`config.mk`:
```
export PLATFORM = sky130hd
export DESIGN_NAME = serial_paralelo_flat
export DESIGN_NICKNAME = d
export VERILOG_FILES = /design/src/rtl/serial_paralelo_if.sv /design/src/rtl/serial_paralelo.sv /design/src/flat_wrapper.sv
export SDC_FILE = /design/constraint.sdc
export NUM_CORES = 1
export LEC_CHECK = 0
export BUFFER_PORTS_ARGS = -buffer_cell sky130_fd_sc_hd__buf_2
export CORE_ASPECT_RATIO = 0.8
export CORE_UTILIZATION = 55
export CTS_CLUSTER_SIZE = 10
export DETAILED_ROUTE_END_ITERATION = 16
export PLACE_DENSITY = 0.79
export SKIP_CTS_REPAIR_TIMING = 1
export SLEW_MARGIN = 25
export SYNTH_ARGS = -nofsm -noshare
export SYNTH_HDL_FRONTEND = slang
export SYNTH_SLANG_ARGS = --single-unit
```
`constraint.sdc`:
```
create_clock -name clk_32f -period 2.2 [get_ports clk_32f]
set_input_delay 0.66 -clock clk_32f [delete_from_list [all_inputs] [get_ports clk_32f]]
set_output_delay 0.66 -clock clk_32f [all_outputs]
set_load 0.005 [all_outputs]
```
`src/rtl/serial_paralelo_if.sv`:
```
// Serial-side bus of the deserializer: one bit in, recovered byte plus status out.
// Optional byte counter present when SERPAR_BYTE_CNT_EN is defined.
interface serial_paralelo_if;
    logic       data_in;
    logic [7:0] data_out;
    logic       valid_out;
    logic       active;
`ifdef SERPAR_BYTE_CNT_EN
    logic [15:0] byte_cnt;

    modport master (output data_in, input data_out, valid_out, active, byte_cnt);
    modport slave  (input data_in, output data_out, valid_out, active, byte_cnt);
`else
    modport master (output data_in, input data_out, valid_out, active);
    modport slave  (input data_in, output data_out, valid_out, active);
`endif
endinterface

```
`src/rtl/serial_paralelo.sv`:
```
// MSB-first deserializer that locks byte alignment on LOCK_COUNT aligned commas, then emits non-comma bytes.
// Latency: outputs update on the edge sampling a byte's LSB; no backpressure (free-running bit stream).
// SERPAR_BYTE_CNT_EN adds a saturating count of emitted bytes on byte_cnt.
module serial_paralelo #(
    parameter logic [7:0] COMMA      = 8'hBC,
    parameter int         LOCK_COUNT = 4
) (
    input  logic              clk_32f,
    input  logic              reset,
    serial_paralelo_if.slave  bus
);

    typedef enum logic [1:0] {
        SEARCH = 2'd0,
        ALIGN  = 2'd1,
        ACTIVE = 2'd2
    } state_t;

    localparam logic [3:0] LOCK_TGT = 4'(LOCK_COUNT);

    state_t      state_q;
    // Only the seven newest bits are needed; the eighth is the incoming data_in.
    logic [6:0]  sr_q;
    logic [7:0]  sr_d;
    logic [2:0]  bit_cnt_q;
    logic [3:0]  bc_cnt_q;
    logic [7:0]  data_out_q;
    logic        valid_q;
    logic        active_q;
    logic        boundary;
    logic        is_comma;
`ifdef SERPAR_BYTE_CNT_EN
    logic [15:0] byte_cnt_q;
`endif

    assign sr_d     = {sr_q, bus.data_in};
    assign boundary = (bit_cnt_q == 3'd7);
    assign is_comma = (sr_d == COMMA);

    always_ff @(posedge clk_32f or posedge reset) begin
        if (reset) begin
            state_q    <= SEARCH;
            sr_q       <= '0;
            bit_cnt_q  <= '0;
            bc_cnt_q   <= '0;
            data_out_q <= '0;
            valid_q    <= 1'b0;
            active_q   <= 1'b0;
`ifdef SERPAR_BYTE_CNT_EN
            byte_cnt_q <= '0;
`endif
        end else begin
            sr_q      <= sr_d[6:0];
            bit_cnt_q <= bit_cnt_q + 3'd1;
            valid_q   <= 1'b0;
            case (state_q)
                SEARCH: begin
                    if (is_comma) begin
                        bit_cnt_q <= 3'd0;
                        bc_cnt_q  <= 4'd1;
                        state_q   <= ALIGN;
                    end
                end
                ALIGN: begin
                    // A comma that straddled two bytes fails here, one byte later.
                    if (boundary) begin
                        if (is_comma) begin
                            bc_cnt_q <= bc_cnt_q + 4'd1;
                            if (bc_cnt_q + 4'd1 == LOCK_TGT) begin
                                state_q  <= ACTIVE;
                                active_q <= 1'b1;
                            end
                        end else begin
                            bc_cnt_q <= 4'd0;
                            state_q  <= SEARCH;
                        end
                    end
                end
                ACTIVE: begin
                    if (boundary && !is_comma) begin
                        data_out_q <= sr_d;
                        valid_q    <= 1'b1;
`ifdef SERPAR_BYTE_CNT_EN
                        if (byte_cnt_q != 16'hFFFF) begin
                            byte_cnt_q <= byte_cnt_q + 16'd1;
                        end
`endif
                    end
                end
                default: begin
                    state_q <= SEARCH;
                end
            endcase
        end
    end

    assign bus.data_out  = data_out_q;
    assign bus.valid_out = valid_q;
    assign bus.active    = active_q;
`ifdef SERPAR_BYTE_CNT_EN
    assign bus.byte_cnt  = byte_cnt_q;
`endif

endmodule
```
`src/flat_wrapper.sv`:
```
// flat-port wrapper written by rule: the top's interface ports become plain ports
module serial_paralelo_flat 
#(
    parameter logic [7:0] COMMA      = 8'hBC,
    parameter int         LOCK_COUNT = 4
)
  (clk_32f, reset, bus_data_in, bus_data_out, bus_valid_out, bus_active);
  serial_paralelo_if bus_i ();
  input  logic clk_32f;
  input  logic reset;
  input wire logic [$bits(bus_i.data_in)-1:0] bus_data_in;
  output wire logic [$bits(bus_i.data_out)-1:0] bus_data_out;
  output wire logic [$bits(bus_i.valid_out)-1:0] bus_valid_out;
  output wire logic [$bits(bus_i.active)-1:0] bus_active;
  assign bus_i.data_in = bus_data_in;
  assign bus_data_out = bus_i.data_out;
  assign bus_valid_out = bus_i.valid_out;
  assign bus_active = bus_i.active;
  serial_paralelo #(.COMMA(COMMA), .LOCK_COUNT(LOCK_COUNT)) u_core (.clk_32f(clk_32f), .reset(reset), .bus(bus_i));
endmodule
```
# Word-level counts from Yosys, hierarchy flattened
# Index checks and enable logic that the tools add are counted.
[totals] reg_bits=26 inputBits=3 wordCells=39
[classes] add_sub_neg=2 n_eq_ne=8 muxes=13 n_bitwise=1 reduce_logical=8
[ops] op="$mux W4" n=3
[ops] op="$eq A8 B8 Y1 const B" n=1
[ops] op="$mux W2" n=4
[ops] op="$pmux W4 S2" n=1
[ops] op="$reduce_and A4 Y1" n=2
[ops] op="$mux W3" n=2
[ops] op="$pmux W2 S3" n=1
[ops] op="$add A4 B1 Y4 const B" n=1
[ops] op="$eq A4 B3 Y1 const B" n=1
[ops] op="$ne A2 B1 Y1 const B" n=2
[ops] op="$add A3 B1 Y3 const B" n=1
[ops] op="$eq A3 B3 Y1 const B" n=1
[ops] op="$ne A3 B3 Y1 const B" n=1
[ops] op="$reduce_and A3 Y1" n=1
[ops] op="$eq A2 B1 Y1 const B" n=1
[ops] op="$eq A2 B2 Y1 const B" n=1
[ops] op="$logic_not A2 Y1" n=1
[ops] op="$mux W1" n=2
[ops] op="$reduce_and A2 Y1" n=1
[ops] op="$reduce_bool A2 Y1" n=1
[ops] op="$logic_and A1 B1 Y1" n=1
[ops] op="$logic_not A1 Y1" n=1
[ops] op="$not A1 Y1" n=1

# Longest topological paths before layout
[logic_depth] ltp_word=6 ltp_mapped=5

# Worst setup path after synthesis
# No wires, ideal clock.
[synth_path] path_kind="input to register" start="in bus_data_in" end="reg u_core.data_out_q[0] (netlist: u_core.bus.data_out[0])" setup_ns=0.125 t_arrival_ns=1.591 t_required_ns=2.075 setup_slack_ns=0.484 path_stages=4 path_cell_list="and4bb_2 > buf_6 > a21oi_4 > mux2_2"
[synth_via] elab_chain_cells=4
[synth_lines] item="start: declaration" line="flat_wrapper.sv:11" rtl="input wire logic [$bits(bus_i.data_in)-1:0] bus_data_in;"
[synth_lines] item="$eq A8 B8 Y1" line="serial_paralelo.sv:38" rtl="assign is_comma = (sr_d == COMMA);"
[synth_lines] item="$logic_not A1 Y1" line="serial_paralelo.sv:80" rtl="if (boundary && !is_comma) begin"
[synth_lines] item="$logic_and A1 B1 Y1" line="serial_paralelo.sv:80"
[synth_lines] item="$reduce_and A2 Y1 (no line)"
[synth_lines] item="end signal: assignment" line="serial_paralelo.sv:81" rtl="data_out_q <= sr_d;"
[synth_lines] item="end: declaration" line="serial_paralelo.sv:27" rtl="logic [7:0] data_out_q;"
# Parallel ways exist; a longest one is shown, timed or not.
# A chain may end at the register's enable or synchronous reset.

# Worst setup path after layout
[layout_path] start="reg u_core.bit_cnt_q[0]" end="reg u_core.data_out_q[2] (netlist: u_core.bus.data_out[2])"
[layout_via] elab_chain_cells=3
[layout_lines] item="start: declaration" line="serial_paralelo.sv:25" rtl="logic [2:0] bit_cnt_q;"
[layout_lines] item="start signal: assignment" line="serial_paralelo.sv:54" rtl="bit_cnt_q <= bit_cnt_q + 3'd1;"
[layout_lines] item="$eq A3 B3 Y1" line="serial_paralelo.sv:37" rtl="assign boundary = (bit_cnt_q == 3'd7);"
[layout_lines] item="$logic_and A1 B1 Y1" line="serial_paralelo.sv:80"
[layout_lines] item="$reduce_and A2 Y1 (no line)"
# Every way passes these cells.

==> flow_metrics.py <==
metrics = {
    "critical_path": {
        "cp_slowest_stage_delay_ns": 0.39,
        "path_max_fanout": 9,
        "cpMaxStageDelayCell": "mux2_2",
        "worstPathCellList": "ha_1, ha_1, nand3b_1, a21oi_4, mux2_2",
        "worst_setup_path_end_kind": "flop",
        "worstPathRequired_ns": 2.42,
        "cp.arrival_ns": 1.98,
        "r2r_start": "u_core.bit_cnt_q[0]$_DFF_PP0_",
        "r2r_slack_ns": 0.44,
        "path_common_cell": "ha_1",
        "worstReg2RegEnd": "u_core.bus.data_out[2]$_DFFE_PP0P_",
        "reg2reg_depth": 5,
        "path_class": "reg -> reg",
        "start_kind": "flop",
    },
    "hold_path": {
        "hold_class": "in -> async",
    },
    "clock_network": {
        "path_clk_slew_ns": 0.14,
        "root_buffer": "clkbuf_4",
        "h-tree-depth": 1,
        "clock_latency_ns": 0.32,
        "clock_path_buffers": 2,
        "cts.sinks": 26,
        "cts_tree": "built",
        "numCtsBuffers": 3,
    },
    "pwr": {
        "vdd_drop_max_mv": 0.644,
        "p_sw_frac": 0.196,
        "switchingPower_mw": 0.169,
        "combPwrFrac": 0.040,
        "internal_power_mw": 0.692,
        "p_seq_frac": 0.582,
        "p_total_mw": 0.861,
        "power_density_mw_per_mm2": 690,
        "leakage_nw": 0.532,
        "clkPwrFrac": 0.378,
    },
    "global_route": {
        "grt_max_degree": 27,
        "grt_use_total": 0.206,
        "gr-total-overflow": 0,
        "antenna_found_initial": 0,
        "first_global_vias": 710,
        "grt_pass1_wl_um": 3260,
    },
    "timing": {
        "min_period_ns": 1.76,
        "max_slew_margin": 0.689,
        "slew_violations": 0,
        "worst_pin_slew_ns": 0.463,
        "max_freq_ghz": 0.567,
        "setup_tns_ns": 0,
        "finClkSkew_ns": 0.00235,
        "min_period_over_period": 0.801,
        "rsz0062_at_grt": "no",
        "hold_viol": 0,
        "setup_viol_count_final": 0,
    },
    "yosys": {
        "ys_types": 27,
        "synthArstFlopShare": 1.00,
        "avgSynthCellArea_um2": 12.8,
        "ys_warn_count": 0,
        "synth_ff_type": "dfrtp_1",
        "synth_area_mm2": 0.00111,
        "synth_edf_count": 0,
        "synth_commonest_cells": "dfrtp_1, mux2_2, o21ai_0",
        "synth_seq_cells": 26,
        "yosysMostFrequentCell": "dfrtp_1",
        "yosys.area.top_type": "dfrtp_1",
        "synthDominantCellAreaShare": 0.584,
        "yosys-top-cells-area": "dfrtp_1, mux2_2, ha_1",
        "synth_nets": 93,
        "ys_seq_area_frac": 0.584,
        "syn_inst": 87,
    },
    "floorplan": {
        "pin_count": 13,
        "start_util": 0.589,
        "dieHeight_um": 42.2,
        "row_count": 14,
        "dieWidth_um": 52.3,
        "die_area_mm2": 0.00221,
        "core-area_mm2": 0.00189,
    },
    "drt": {
        "drt_iter0_markers": 14,
        "drc": 0,
        "vias": 750,
        "totalWireLength_um": 1800,
        "drtPass1Iterations": 4,
        "vias_per_cell": 6.00,
        "final_antenna_net_count": 0,
        "routedWlPerCell_um": 14.4,
    },
    "cells_and_area": {
        "multiInputGateArea_um2": 432,
        "syn_to_final_growth_pct": 12.0,
        "antenna_cells": 0,
        "sequential_cell_area_um2": 651,
        "fillers": 144,
        "finalNetCount": 108,
        "drive_above_1_share": 0.277,
        "fin_util": 0.659,
    },
    "run": {
        "cap_viol_max_count": 0,
    },
    "placed_design": {
        "port_buffers": 12,
        "gp_congestion": 0.859,
        "hpwl_um": 1260,
    },
    "status": {
        "status": "finished clean",
    },
}
worst max-delay path, delay by kind of cell, from the launching register on:
kind,cells,cell delay (ns)
and+or+nand+nor,1,0.16
AOI/OAI and AO/OA,1,0.30
muxes,1,0.39
DFF,1,0.37
adders and majority gates,2,0.44
worst max-delay path by stage:
stage | cells after the start | endpoint | start
final | 5 | u_core.bus.data_out[2]$_DFFE_PP0P_ | u_core.bit_cnt_q[0]$_DFF_PP0_
after global routing | 5 | u_core.bus.data_out[2]$_DFFE_PP0P_ | u_core.bit_cnt_q[0]$_DFF_PP0_
after CTS | 5 | u_core.bus.data_out[2]$_DFFE_PP0P_ | u_core.bit_cnt_q[0]$_DFF_PP0_
after detailed placement | 4 | u_core.bus.data_out[2]$_DFFE_PP0P_ | bus_data_in
after global placement | 4 | u_core.bus.data_out[2]$_DFFE_PP0P_ | bus_data_in
after floorplan | 4 | u_core.bus.data_out[0]$_DFFE_PP0P_ | bus_data_in
layer usage:
| layer | vias to the layer above | part of all wire | GRT usage |
|---|---|---|---|
| met4 | 0 | 0.010 | 0.0632 |
| met1 | 375 | 0.47 | 0.291 |
| met5 | - | 0 | 0 |
| met3 | 2 | 0.052 | 0.0652 |
| li1 | 349 | - | - |
| met2 | 24 | 0.47 | 0.304 |
final cells by class:
type | instances | area share
flip-flops and latches | 26 | 0.522
multi-input cells | 55 | 0.346
repair buffers | 14 | 0.0602
clock inverters | 1 | 0.0241
well taps | 24 | 0.0241
clock buffers | 3 | 0.0181
inverters | 2 | 0.00602
flip-flops by register name (all words and copies together), names as in the netlist:
register,cells
u_core.bus.data_out,8
u_core.sr_q,7
u_core.bc_cnt_q,4
u_core.bit_cnt_q,3
u_core.bus.valid_out,1
u_core.bus.active,1
u_core.state_q,2
placed cells by master, fill, tap and decap left out:
cell type,n
buf_4,2
mux2_2,8
dfrtp_1,26
a31oi_1,2
nand3_1,2
ha_1,3
or4_1,2
o21ai_0,7
and3_1,1
nor2_1,2
nor2b_1,6
and4b_1,2
nand4bb_1,2
o22ai_1,1
nand2_1,2
inv_1,2
nand3b_1,2
nand4_1,3
buf_2,12
a21oi_4,1
clkbuf_4,3
nor4_1,2
o21bai_1,1
a21oi_1,1
and4bb_2,1
nor4bb_1,1
nand4b_1,3
bufinv_16,1
power by group through the flow:
stage	Clock, mW	Combinational [mW]	Sequential, mW
global placement	0	0.0345	0.510
floorplan	0	0.0204	0.509
detailed placement	0	0.0358	0.511
CTS	0.333	0.0359	0.502
global route	0.343	0.0400	0.505
finish	0.325	0.0346	0.501
through the flow:
stage,instances,setup WS (ns),hold WS (ns),instance area (µm²)
after floorplan,87,0.484,0.374,1110
after global placement,121,0.351,0.397,1190
after detailed placement,121,0.299,0.396,1190
after CTS,125,0.427,0.355,1250
after global routing,125,0.325,0.403,1250
final,125,0.437,0.355,1250
cells by family after synthesis:
group	count (synthesis)	synth area share
flops	26	0.584
fa+ha+maj	3	0.0337
simple gates	31	0.199
buf+inv	6	0.0281
mux	8	0.0809
compound gates	13	0.0742
Power figures use the tool's default switching activity.
